## src/rtl/im_loader_if.sv

```systemverilog
// im_loader_if: byte-stream input and instruction-memory write bundle
// for the boot loader; slave is the loader side, master the host side.
interface im_loader_if;
  logic        start;
  logic [7:0]  in_data;
  logic        in_valid;
  logic        in_ready;
  logic        we;
  logic [9:0]  waddr;
  logic [31:0] wdata;
  logic        busy;
  logic        done;
  logic        err;

  modport slave (
    input  start, in_data, in_valid,
    output in_ready, we, waddr, wdata,
    output busy, done, err
  );

  modport master (
    output start, in_data, in_valid,
    input  in_ready, we, waddr, wdata,
    input  busy, done, err
  );
endinterface

```

## src/rtl/im_loader.sv

```systemverilog
// im_loader: boot loader assembling big-endian words into instruction memory.
// Define IM_LOADER_CHECKSUM_EN for the trailing XOR checksum byte (CHK state).
module im_loader #(
  parameter int unsigned BASE_WORD = 0
) (
  input  logic       clk,
  input  logic       rst_n,
  im_loader_if.slave bus
);

  typedef enum logic [2:0] {
    IDLE  = 3'd0,
    LEN   = 3'd1,
    DATA  = 3'd2,
    WRITE = 3'd3,
`ifdef IM_LOADER_CHECKSUM_EN
    CHK   = 3'd4,
`endif
    DONE  = 3'd5
  } state_t;

  localparam logic [9:0] BASE = 10'(BASE_WORD);

  state_t      state_q;
  logic [15:0] len_q;
  logic [1:0]  bcnt_q;
  logic [10:0] widx_q;
  logic [31:0] sh_q;
  logic        in_ready_q;
  logic        we_q;
  logic [9:0]  waddr_q;
  logic [31:0] wdata_q;
  logic        busy_q;
  logic        done_q;
  logic        err_q;
`ifdef IM_LOADER_CHECKSUM_EN
  logic [7:0]  csum_q;
`endif

  logic        xfer;
  logic [15:0] len_d;
  logic [31:0] sh_d;
  logic [10:0] widx_d;
  logic [9:0]  waddr_d;

  assign xfer    = bus.in_valid & in_ready_q;
  assign len_d   = {len_q[7:0], bus.in_data};
  assign sh_d    = {sh_q[23:0], bus.in_data};
  assign widx_d  = widx_q + 11'd1;
  // 10-bit add wraps 1023 -> 0 by construction
  assign waddr_d = BASE + widx_q[9:0];

  assign bus.in_ready = in_ready_q;
  assign bus.we       = we_q;
  assign bus.waddr    = waddr_q;
  assign bus.wdata    = wdata_q;
  assign bus.busy     = busy_q;
  assign bus.done     = done_q;
  assign bus.err      = err_q;

  always_ff @(posedge clk or negedge rst_n) begin
    if (!rst_n) begin
      state_q    <= IDLE;
      len_q      <= '0;
      bcnt_q     <= '0;
      widx_q     <= '0;
      sh_q       <= '0;
      in_ready_q <= 1'b0;
      we_q       <= 1'b0;
      waddr_q    <= '0;
      wdata_q    <= '0;
      busy_q     <= 1'b0;
      done_q     <= 1'b0;
      err_q      <= 1'b0;
`ifdef IM_LOADER_CHECKSUM_EN
      csum_q     <= '0;
`endif
    end else begin
      we_q <= 1'b0;
      unique case (state_q)
        IDLE, DONE: begin
          if (bus.start) begin
            state_q    <= LEN;
            len_q      <= '0;
            bcnt_q     <= '0;
            widx_q     <= '0;
            sh_q       <= '0;
            done_q     <= 1'b0;
            err_q      <= 1'b0;
            busy_q     <= 1'b1;
            in_ready_q <= 1'b1;
`ifdef IM_LOADER_CHECKSUM_EN
            csum_q     <= '0;
`endif
          end
        end
        LEN: begin
          if (xfer) begin
            len_q  <= len_d;
            bcnt_q <= bcnt_q + 2'd1;
            if (bcnt_q[0]) begin
              bcnt_q <= '0;
              if (len_d == 16'd0) begin
                state_q    <= DONE;
                in_ready_q <= 1'b0;
                busy_q     <= 1'b0;
                done_q     <= 1'b1;
                err_q      <= 1'b0;
              end else if (len_d > 16'd1024) begin
                state_q    <= DONE;
                in_ready_q <= 1'b0;
                busy_q     <= 1'b0;
                done_q     <= 1'b1;
                err_q      <= 1'b1;
              end else begin
                state_q <= DATA;
              end
            end
          end
        end
        DATA: begin
          if (xfer) begin
            sh_q   <= sh_d;
            bcnt_q <= bcnt_q + 2'd1;
`ifdef IM_LOADER_CHECKSUM_EN
            csum_q <= csum_q ^ bus.in_data;
`endif
            if (bcnt_q == 2'd3) begin
              state_q    <= WRITE;
              in_ready_q <= 1'b0;
              we_q       <= 1'b1;
              waddr_q    <= waddr_d;
              wdata_q    <= sh_d;
            end
          end
        end
        WRITE: begin
          widx_q <= widx_d;
          // len never exceeds 1024 here, so 11 bits suffice
          if (widx_d == len_q[10:0]) begin
`ifdef IM_LOADER_CHECKSUM_EN
            state_q    <= CHK;
            in_ready_q <= 1'b1;
`else
            state_q    <= DONE;
            busy_q     <= 1'b0;
            done_q     <= 1'b1;
`endif
          end else begin
            state_q    <= DATA;
            in_ready_q <= 1'b1;
          end
        end
`ifdef IM_LOADER_CHECKSUM_EN
        CHK: begin
          if (xfer) begin
            state_q    <= DONE;
            in_ready_q <= 1'b0;
            busy_q     <= 1'b0;
            done_q     <= 1'b1;
            err_q      <= (bus.in_data != csum_q);
          end
        end
`endif
        default: begin
          state_q    <= IDLE;
          in_ready_q <= 1'b0;
          busy_q     <= 1'b0;
        end
      endcase
    end
  end

endmodule

```

## src/flat_wrapper.sv

```systemverilog
// flat-port wrapper written by rule: the top's interface ports become plain ports
module im_loader_flat 
#(
  parameter int unsigned BASE_WORD = 0
)
  (clk, rst_n, bus_start, bus_in_data, bus_in_valid, bus_in_ready, bus_we, bus_waddr, bus_wdata, bus_busy, bus_done, bus_err);
  im_loader_if bus_i ();
  input  logic clk;
  input  logic rst_n;
  input wire logic [$bits(bus_i.start)-1:0] bus_start;
  input wire logic [$bits(bus_i.in_data)-1:0] bus_in_data;
  input wire logic [$bits(bus_i.in_valid)-1:0] bus_in_valid;
  output wire logic [$bits(bus_i.in_ready)-1:0] bus_in_ready;
  output wire logic [$bits(bus_i.we)-1:0] bus_we;
  output wire logic [$bits(bus_i.waddr)-1:0] bus_waddr;
  output wire logic [$bits(bus_i.wdata)-1:0] bus_wdata;
  output wire logic [$bits(bus_i.busy)-1:0] bus_busy;
  output wire logic [$bits(bus_i.done)-1:0] bus_done;
  output wire logic [$bits(bus_i.err)-1:0] bus_err;
  assign bus_i.start = bus_start;
  assign bus_i.in_data = bus_in_data;
  assign bus_i.in_valid = bus_in_valid;
  assign bus_in_ready = bus_i.in_ready;
  assign bus_we = bus_i.we;
  assign bus_waddr = bus_i.waddr;
  assign bus_wdata = bus_i.wdata;
  assign bus_busy = bus_i.busy;
  assign bus_done = bus_i.done;
  assign bus_err = bus_i.err;
  im_loader #(.BASE_WORD(BASE_WORD)) u_core (.clk(clk), .rst_n(rst_n), .bus(bus_i));
endmodule
```

## config.mk

```make
export PLATFORM = sky130hd
export DESIGN_NAME = im_loader_flat
export DESIGN_NICKNAME = d
export VERILOG_FILES = /design/src/rtl/im_loader_if.sv /design/src/rtl/im_loader.sv /design/src/flat_wrapper.sv
export SDC_FILE = /design/constraint.sdc
export NUM_CORES = 1
export LEC_CHECK = 0
export BUFFER_PORTS_ARGS = -buffer_cell sky130_fd_sc_hd__buf_2
export CAP_MARGIN = 30
export CELL_PAD_IN_SITES_DETAIL_PLACEMENT = 0
export CELL_PAD_IN_SITES_GLOBAL_PLACEMENT = 1
export CORE_ASPECT_RATIO = 1.4
export CORE_MARGIN = 1.5
export CORE_UTILIZATION = 39
export DETAILED_ROUTE_END_ITERATION = 12
export PLACE_DENSITY_LB_ADDON = 0.3
export SYNTH_ARGS = -nofsm -noshare
export SYNTH_HDL_FRONTEND = slang
export SYNTH_SLANG_ARGS = --single-unit
```

## constraint.sdc

```tcl
create_clock -name clk -period 3.5 [get_ports clk]
set_clock_uncertainty 0.1 [all_clocks]
set_input_delay 1.05 -clock clk [delete_from_list [all_inputs] [get_ports clk]]
set_output_delay 1.05 -clock clk [all_outputs]
set_load 0.05 [all_outputs]
```

==> impl_metrics.env, run 1 <==
export IMPL_grt_pass1_wl_um=16410
export IMPL_clkSlewWorstSetupHoldPaths_ps=70
export IMPL_synth_nets=441
export IMPL_grt_overflow_total=0
export IMPL_die_h_um=129.2
export IMPL_path_max_fanout=8
export IMPL_synth_top_area_share_pct=55.30
export IMPL_routed_wirelength_um=9781
export IMPL_grt_max_degree=49
export IMPL_synthCells=426
export IMPL_drc=0
export IMPL_yosys_warnings=0
export IMPL_drtAntennaViolNets=0
export IMPL_min_path_type="reg -> reg"
export IMPL_die_area_um2=12030
export IMPL_syn_area_per_cell_um2=10.41
export IMPL_nNetsFinal=493
export IMPL_dp_hpwl_um=7047
export IMPL_antenna_found_initial=0
export IMPL_synthTopCellsByCount="98 x dfrtp_1, 87 x nand2_1, 51 x o21ai_0"
export IMPL_hold_violations=0
export IMPL_clk_path_buf_depth=2
export IMPL_crit_arrival_ps=3070
export IMPL_setup_viol=0
export IMPL_fin_tns_setup_ps=0
export IMPL_cts_sink_count=98
export IMPL_fmax_ghz=0.3393
export IMPL_place_congestion=0.9095
export IMPL_drive_above_1_share_pct=28.16
export IMPL_async_flop_share_pct=100.0
export IMPL_met1_usage_pct=21.57
export IMPL_period_needed_ps=2947
export IMPL_yosys_area_top_type="dfrtp_1"
export IMPL_routed_via_density=5.139
export IMPL_diodes=0
export IMPL_synthTopCellsByArea="dfrtp_1 55%, mux2_2 11%, nand2_1 7.4%"
export IMPL_tightestPinTransition_ps=683.2
export IMPL_cts_setup_buffers=0
export IMPL_ios=59
export IMPL_synth_cell_area_um2=4434
export IMPL_post_synth_num_cell_types=47
export IMPL_area_growth_pct=17.27
export IMPL_post_cts_resized=0
export IMPL_core_area_um2=10980
export IMPL_hold_ws_ps=377.4
export IMPL_cts_made_buffers=9
export IMPL_track_usage_pct=17.54
export IMPL_vias=3207
export IMPL_ctsHoldBuffers=0
export IMPL_grt_met2_usage_pct=30.31
export IMPL_met3_usage_pct=3.932
export IMPL_grt_setup_unrepaired="no"
export IMPL_crit_path_end_kind="flip-flop"
export IMPL_seq_area_frac_synth_pct=55.30
export IMPL_cp_data_required_time_ps=3630
export IMPL_path_class="reg -> reg"
export IMPL_drv_slew=0
export IMPL_clk_root_buffer_cell="clkbuf_16"
export IMPL_ys_flop_type="dfrtp_1"
export IMPL_cp_start_kind="flip-flop"
export IMPL_dr_first_iter_drc_count=145
export IMPL_ir_drop_uv=513.5
export IMPL_cts_tree="built"
export IMPL_grt_pass1_vias=3238
export IMPL_drv_cap=0
export IMPL_power_density_nw_per_um2=951.7
export IMPL_io_buffer_count=58
export IMPL_synth_edf_count=0
export IMPL_slew_headroom_pct=54.29
export IMPL_drt_first_pass_iters=4
export IMPL_p_leak_nw=2.517
export IMPL_yosysMostFrequentCell="dfrtp_1"
export IMPL_synth_seq_cells=98
export IMPL_busiest_layer="met2"
export IMPL_fp_row_count=45
export IMPL_clk_latency_ps=340
export IMPL_status="complete, no violations"
export IMPL_initial_core_util_pct=40.39
export IMPL_avgRoutedWirePerCell_um=15.67
export IMPL_htree_levels=3
export IMPL_die_w_um=93.12
export IMPL_fin_crit_sh_pct=84.20
[cells by family (layout without fill, tap and decap cells)]
kind of cell    after synthesis  count (layout)  share of synthesized area, %
simple gates                145             145                         14.56
mux                          45              45                         11.40
xor+xnor                     16              16                         3.330
fa+ha+maj                     3               3                        0.8466
compound gates               88              88                         11.65
buf+inv                      31              88                         2.906
flops                        98              98                         55.30
[sequential cells by signal, summed over array words and instances (netlist names), 2 cells and up]
| signal | flops |
|---|---|
| u_core.len_q | 11 |
| u_core.widx_q | 11 |
| u_core.bcnt_q | 2 |
| u_core.bus.waddr | 10 |
| u_core.bus.wdata | 32 |
| u_core.sh_q | 24 |
| u_core.state_q | 3 |
[placed cells by master (no fill, tap or decap), types with 6 or more instances in the layout]
master     netlist  layout
a21oi_1          9       9
nand2_1         87      87
xnor2_1          9       9
mux2_2          44      44
dfrtp_1         98      98
nand3_1          7       7
nor2_1          21      19
xor2_1           6       6
buf_4            1       6
clkbuf_16        0       9
o21ai_0         51      51
inv_1            7       7
buf_2            1      57
[stage by stage]
stage	instance area, um^2	power (W)	worst slack, ps	util, %	std cells
3_5_place_dp	4903	0.004026	341.4	44.66	608
6_report	5200	0.004949	553.1	47.36	624
3_3_place_gp	4903	0.003985	396.7	44.66	608
2_1_floorplan	4434	0.003456	683.0	-	426
4_1_cts	5200	0.005003	546.3	47.36	624
5_1_grt	5200	0.005270	486.3	47.36	624
[final cells by class]
class                   instances  area, um^2
flip-flops and latches         98        2452
multi-input cells             297        1878
clock buffers                  10       239.0
fillers                      1062        5779
repair buffers                 65       370.4
well taps                     141       176.4
clock inverters                 6       57.56
inverters                       7       26.28
[metal layers]
layer / vias to the layer above / wire length, um / part of all wire, %
met2: 60 / 5014 / 51
li1: 1586 / - / -
met1: 1548 / 4266 / 44
met3: 13 / 344 / 3.5
met5: - / 0 / 0
met4: 0 / 155 / 1.6
[critical path, stage by stage (launching register included)]
cell      delay, ps
dfrtp_1         460
ha_1            350
xor2_1          160
or4_1           530
a2111o_1        380
or4_4           560
a211o_1         300
[path summary, 6_finish.rpt]
path                                                   start                              end  slack [ps]  cells after the start
max in group asynchronous                              rst_n     u_core.widx_q[5]$_DFFE_PN0P_        2050                      2
worst min-delay path             u_core.sh_q[20]$_DFFE_PN0P_      u_core.sh_q[20]$_DFFE_PN0P_         380                      2
worst min register to register   u_core.sh_q[20]$_DFFE_PN0P_      u_core.sh_q[20]$_DFFE_PN0P_         380                      2
worst max register to register  u_core.widx_q[0]$_DFFE_PN0P_  u_core.bus.in_ready$_DFFE_PN0P_         550                      6
worst max-delay path            u_core.widx_q[0]$_DFFE_PN0P_  u_core.bus.in_ready$_DFFE_PN0P_         550                      6
min in group asynchronous                              rst_n       u_core.bus.err$_DFFE_PN0P_         620                      1
[power breakdown]
group / total (W) / internal, W / leakage, nW / switching (W)
clock network: 0.000968 / 0.000517 / 0.144 / 0.000451
registers: 0.00190 / 0.00155 / 1.29 / 0.000353
logic: 0.00208 / 0.000671 / 1.08 / 0.00141
total: 0.00495 / 0.00274 / 2.52 / 0.00221
No activity file was read; power rests on OpenSTA's default activity.
==> inputs of run 2 (changes only) <==
==> constraint.sdc (replaced) <==
create_clock -name clk -period 2.5 [get_ports clk]
set_clock_uncertainty 0.1 [all_clocks]
set_input_delay 0.75 -clock clk [delete_from_list [all_inputs] [get_ports clk]]
set_output_delay 0.75 -clock clk [all_outputs]
set_load 0.05 [all_outputs]
==> impl_metrics.env, run 2 (same netlist as run 1, synthesis figures left out) <==
export IMPL_power_density_nw_per_um2=1316
export IMPL_routed_via_density=5.151
export IMPL_cp_data_required_time_ps=2630
export IMPL_ir_drop_uv=622.9
export IMPL_path_max_fanout=3
export IMPL_htree_levels=3
export IMPL_die_h_um=129.2
export IMPL_drc=0
export IMPL_core_area_um2=10980
export IMPL_cts_made_buffers=9
export IMPL_grt_pass1_vias=3406
export IMPL_drv_slew=0
export IMPL_violations="setup timing"
export IMPL_worstSetupStartpoint="u_core.widx_q[1]$_DFFE_PN0P_"
export IMPL_tightestPinTransition_ps=625.1
export IMPL_drtAntennaViolNets=0
export IMPL_power_w=0.007218
export IMPL_dp_hpwl_um=7342
export IMPL_routed_wirelength_um=10260
export IMPL_area_growth_pct=23.73
export IMPL_dpl_instance_area_um2=5160
export IMPL_fin_crit_sh_pct=100.6
export IMPL_r2r_cells=6
export IMPL_stdcell_area_um2=5487
export IMPL_hold_violations=0
export IMPL_drive_above_1_share_pct=33.53
export IMPL_grt_max_degree=49
export IMPL_crit_path_end_kind="flip-flop"
export IMPL_place_congestion=0.8752
export IMPL_slew_headroom_pct=58.33
export IMPL_reg2reg_slack_ps=-20
export IMPL_grt_pass1_wl_um=16870
export IMPL_rr_endpoint="u_core.bus.in_ready$_DFFE_PN0P_"
export IMPL_fin_ws_ps=-16.17
export IMPL_period_needed_ps=2516
export IMPL_cts_sink_count=98
export IMPL_largest_reg_flops=32
export IMPL_antenna_found_initial=0
export IMPL_fmax_ghz=0.3974
export IMPL_dr_first_iter_drc_count=133
export IMPL_pre_cts_ws_ps=-221.7
export IMPL_drt_first_pass_iters=5
export IMPL_clk_latency_ps=340
export IMPL_fp_row_count=45
export IMPL_clkSlewWorstSetupHoldPaths_ps=70
export IMPL_cp_start_kind="flip-flop"
export IMPL_drv_cap=0
export IMPL_die_w_um=93.12
export IMPL_vias=3369
export IMPL_io_buffer_count=58
export IMPL_ios=59
export IMPL_avgRoutedWirePerCell_um=15.68
export IMPL_setup_viol=1
export IMPL_grt_overflow_total=0
export IMPL_path_class="reg -> reg"
export IMPL_nNetsFinal=523
export IMPL_final_common_cell="dfrtp_1"
export IMPL_diodes=0
export IMPL_p_leak_nw=2.679
export IMPL_min_path_type="in -> async"
export IMPL_endpoint="u_core.bus.in_ready$_DFFE_PN0P_"
export IMPL_clk_path_buf_depth=2
export IMPL_hold_ws_ps=314.6
export IMPL_crit_arrival_ps=2640
export IMPL_cts_tree="built"
export IMPL_final_cell_mix="95 x dfrtp_1, 87 x nand2_1, 57 x buf_2"
export IMPL_grt_setup_unrepaired="yes"
export IMPL_reg2reg_from="u_core.widx_q[1]$_DFFE_PN0P_"
export IMPL_finish_utilization_pct=49.97
export IMPL_clk_root_buffer_cell="clkbuf_16"
export IMPL_initial_core_util_pct=40.39
export IMPL_track_usage_pct=18.16
export IMPL_status="complete, but fails checks"
export IMPL_die_area_um2=12030
-- run 2: worst min-delay path by stage --
stage,startpoint,endpoint,slack (ps)
2_1_floorplan,u_core.sh_q[16]$_DFFE_PN0P_,u_core.sh_q[16]$_DFFE_PN0P_,340
3_3_place_gp,u_core.sh_q[23]$_DFFE_PN0P_,u_core.sh_q[23]$_DFFE_PN0P_,360
3_5_place_dp,u_core.sh_q[20]$_DFFE_PN0P_,u_core.sh_q[20]$_DFFE_PN0P_,370
4_1_cts,rst_n,u_core.bus.wdata[0]$_DFFE_PN0P_,330
5_1_grt,rst_n,u_core.bus.wdata[0]$_DFFE_PN0P_,360
6_report,rst_n,u_core.bus.wdata[0]$_DFFE_PN0P_,310
-- run 2: area by class of cell --
class | count | area (um^2)
clock buffer | 9 | 225.2
clock inverter | 7 | 82.58
fill | 1035 | 5493
inverter | 7 | 26.28
multi-input combinational | 297 | 1899
sequential | 98 | 2456
tap | 141 | 176.4
timing repair buffer | 95 | 620.6
-- run 2: routing by layer --
metal  global-route usage, %  wire [um]
met5                       0          0
met4                   6.328        124
met3                   3.169        296
met2                   32.25       5383
met1                   22.11       4453
-- run 2: metrics by stage --
stage	TNS, ps	cells
after floorplan	0	426
after global placement	-415.9	637
after detailed placement	-419.2	637
after CTS	-22.96	653
after global routing	-113.3	654
final	-16.17	654
-- run 2: critical path: stages, from the launching register on --
cell      delay [ps]
dfrtp_2          450
ha_4             250
xor2_1           150
or4_1            410
a2111o_1         320
or4_4            460
a211o_1          270
-- run 2: report_power, final --
| part | internal [W] | switching, W | total (W) |
|---|---|---|---|
| registers | 0.00217 | 0.000445 | 0.00262 |
| clock network | 0.000796 | 0.000645 | 0.00144 |
| logic | 0.00109 | 0.00207 | 0.00316 |
-- run 2: what timing repair did --
item,4_1_cts,5_1_grt
endpoints found under the setup margin,1,4
hold buffers,0,0
setup buffers,0,1
resized for setup,1,3
==> inputs of run 3 (changes only) <==
==> constraint.sdc (replaced) <==
create_clock -name clk -period 2.6 [get_ports clk]
set_clock_uncertainty 0.1 [all_clocks]
set_input_delay 0.78 -clock clk [delete_from_list [all_inputs] [get_ports clk]]
set_output_delay 0.78 -clock clk [all_outputs]
set_load 0.05 [all_outputs]
==> impl_metrics.env, run 3 (same netlist as run 1, synthesis figures left out) <==
export IMPL_die_w_um=93.12
export IMPL_ios=59
export IMPL_wl_met2_um=5053
export IMPL_nNetsFinal=515
export IMPL_wl_met3_um=395
export IMPL_dp_cells=628
export IMPL_crit_arrival_ps=2680
export IMPL_cp_start_kind="flip-flop"
export IMPL_grt_max_degree=51
export IMPL_die_area_um2=12030
export IMPL_critPathBufInv=2
export IMPL_ir_drop_uv=754.4
export IMPL_initial_core_util_pct=40.39
export IMPL_routed_via_density=5.183
export IMPL_top_layer_used="met4"
export IMPL_period_needed_ps=2524
export IMPL_power_w=0.006820
export IMPL_hold_violations=0
export IMPL_htree_levels=3
export IMPL_ctsHoldBuffers=0
export IMPL_tightestPinTransition_ps=1027
export IMPL_dp_hpwl_um=7107
export IMPL_routed_wirelength_um=9908
export IMPL_fillers=1048
export IMPL_path_max_fanout=5
export IMPL_wl_met1_um=4359
export IMPL_finish_utilization_pct=49.21
export IMPL_path_cells="buf_6 -> nand3_2 -> xnor2_1 -> or4_1 -> a2111o_1 -> or4_4 -> buf_4 -> o22ai_2"
export IMPL_fp_row_count=45
export IMPL_clk_latency_ps=350
export IMPL_largest_reg_flops=32
export IMPL_dr_first_iter_drc_count=118
export IMPL_final_common_cell="dfrtp_1"
export IMPL_cts_tree="built"
export IMPL_drt_first_pass_iters=4
export IMPL_io_buffer_count=58
export IMPL_crit_path_end_kind="flip-flop"
export IMPL_min_path_type="in -> async"
export IMPL_drc=0
export IMPL_vias=3348
export IMPL_cp_data_required_time_ps=2760
export IMPL_grt_pass1_vias=3341
export IMPL_grt_pass1_wl_um=16660
export IMPL_cts_sink_count=98
export IMPL_critical_path_max_stage_delay_ps=520
export IMPL_diodes=0
export IMPL_drive_above_1_share_pct=32.67
export IMPL_place_congestion=0.8540
export IMPL_grt_setup_unrepaired="yes"
export IMPL_cp_top_family="simple AND/OR/NAND/NOR gates"
export IMPL_core_area_um2=10980
export IMPL_setup_viol=0
export IMPL_stdcell_count=646
export IMPL_power_density_nw_per_um2=1262
export IMPL_clk_root_buffer_cell="clkbuf_16"
export IMPL_slew_headroom_pct=31.55
export IMPL_clk_path_buf_depth=2
export IMPL_track_usage_pct=17.98
export IMPL_final_cell_mix="94 x dfrtp_1, 87 x nand2_1, 57 x buf_2"
export IMPL_status="complete, no violations"
export IMPL_avgRoutedWirePerCell_um=15.34
export IMPL_cpMaxStageDelayCell="or4_1"
export IMPL_path_class="reg -> reg"
export IMPL_grt_overflow_total=0
export IMPL_area_growth_pct=21.84
export IMPL_cts_made_buffers=9
export IMPL_fmax_ghz=0.3963
export IMPL_drv_slew=0
export IMPL_clkSlewWorstSetupHoldPaths_ps=70
export IMPL_die_h_um=129.2
export IMPL_p_leak_nw=2.626
export IMPL_antenna_found_initial=0
export IMPL_fin_crit_sh_pct=97.06
export IMPL_drv_cap=0
export IMPL_drtAntennaViolNets=0
## run 3: through the flow
stage	setup WS [ps]	cell area, um^2	setup TNS [ps]	hold WS (ps)
6_report	76.35	5403	0	352.3
2_1_floorplan	45.96	4448	0	344.4
4_1_cts	0.1092	5394	0	383.7
3_3_place_gp	-95.78	5067	-163.3	358.2
3_5_place_dp	-80.76	5067	-171.3	367.7
5_1_grt	-11.71	5403	-16.73	401.9
## run 3: final timing paths
| kind | end | from | slack (ps) | cells after the start |
|---|---|---|---|---|
| max in group asynchronous | u_core.widx_q[3]$_DFFE_PN0P_ | rst_n | 1360 | 2 |
| worst max-delay path | u_core.state_q[2]$_DFFE_PN0P_ | u_core.widx_q[1]$_DFFE_PN0P_ | 80 | 8 |
| worst min register to register | u_core.sh_q[23]$_DFFE_PN0P_ | u_core.sh_q[23]$_DFFE_PN0P_ | 380 | 2 |
| worst max register to register | u_core.state_q[2]$_DFFE_PN0P_ | u_core.widx_q[1]$_DFFE_PN0P_ | 80 | 8 |
| worst min-delay path | u_core.state_q[1]$_DFFE_PN0P_ | rst_n | 350 | 1 |
| min in group clk | u_core.sh_q[23]$_DFFE_PN0P_ | u_core.sh_q[23]$_DFFE_PN0P_ | 380 | 2 |
## run 3: layer usage
| layer | GRT usage, % | vias to the layer above |
|---|---|---|
| met4 | 5.793 | 0 |
| met5 | 0 | - |
| met3 | 4.519 | 7 |
| li1 | - | 1636 |
| met2 | 30.83 | 60 |
| met1 | 22.15 | 1645 |
## run 3: cell type report
type | count | area (um^2) | area share (%)
clock buffers | 9 | 225.2 | 4.169
clock inverters | 7 | 72.57 | 1.343
inverters | 7 | 26.28 | 0.4863
multi-input cells | 297 | 1902 | 35.20
flip-flops and latches | 98 | 2457 | 45.48
well taps | 141 | 176.4 | 3.265
repair buffers | 87 | 543.0 | 10.05
## run 3: power breakdown
| part | total, W | switching (W) | internal (W) |
|---|---|---|---|
| clock | 0.00131 | 0.000637 | 0.000678 |
| combinational | 0.00297 | 0.00195 | 0.00103 |
| sequential | 0.00253 | 0.000440 | 0.00209 |
## run 3: repair_timing
action / CTS / global route
buffers inserted: 1 / 1
endpoints found under the hold margin: 0 / 0
pin swaps: 4 / 1
endpoints found under the setup margin: 1 / 5
gates cloned: 0 / 0
resized for setup: 6 / 1
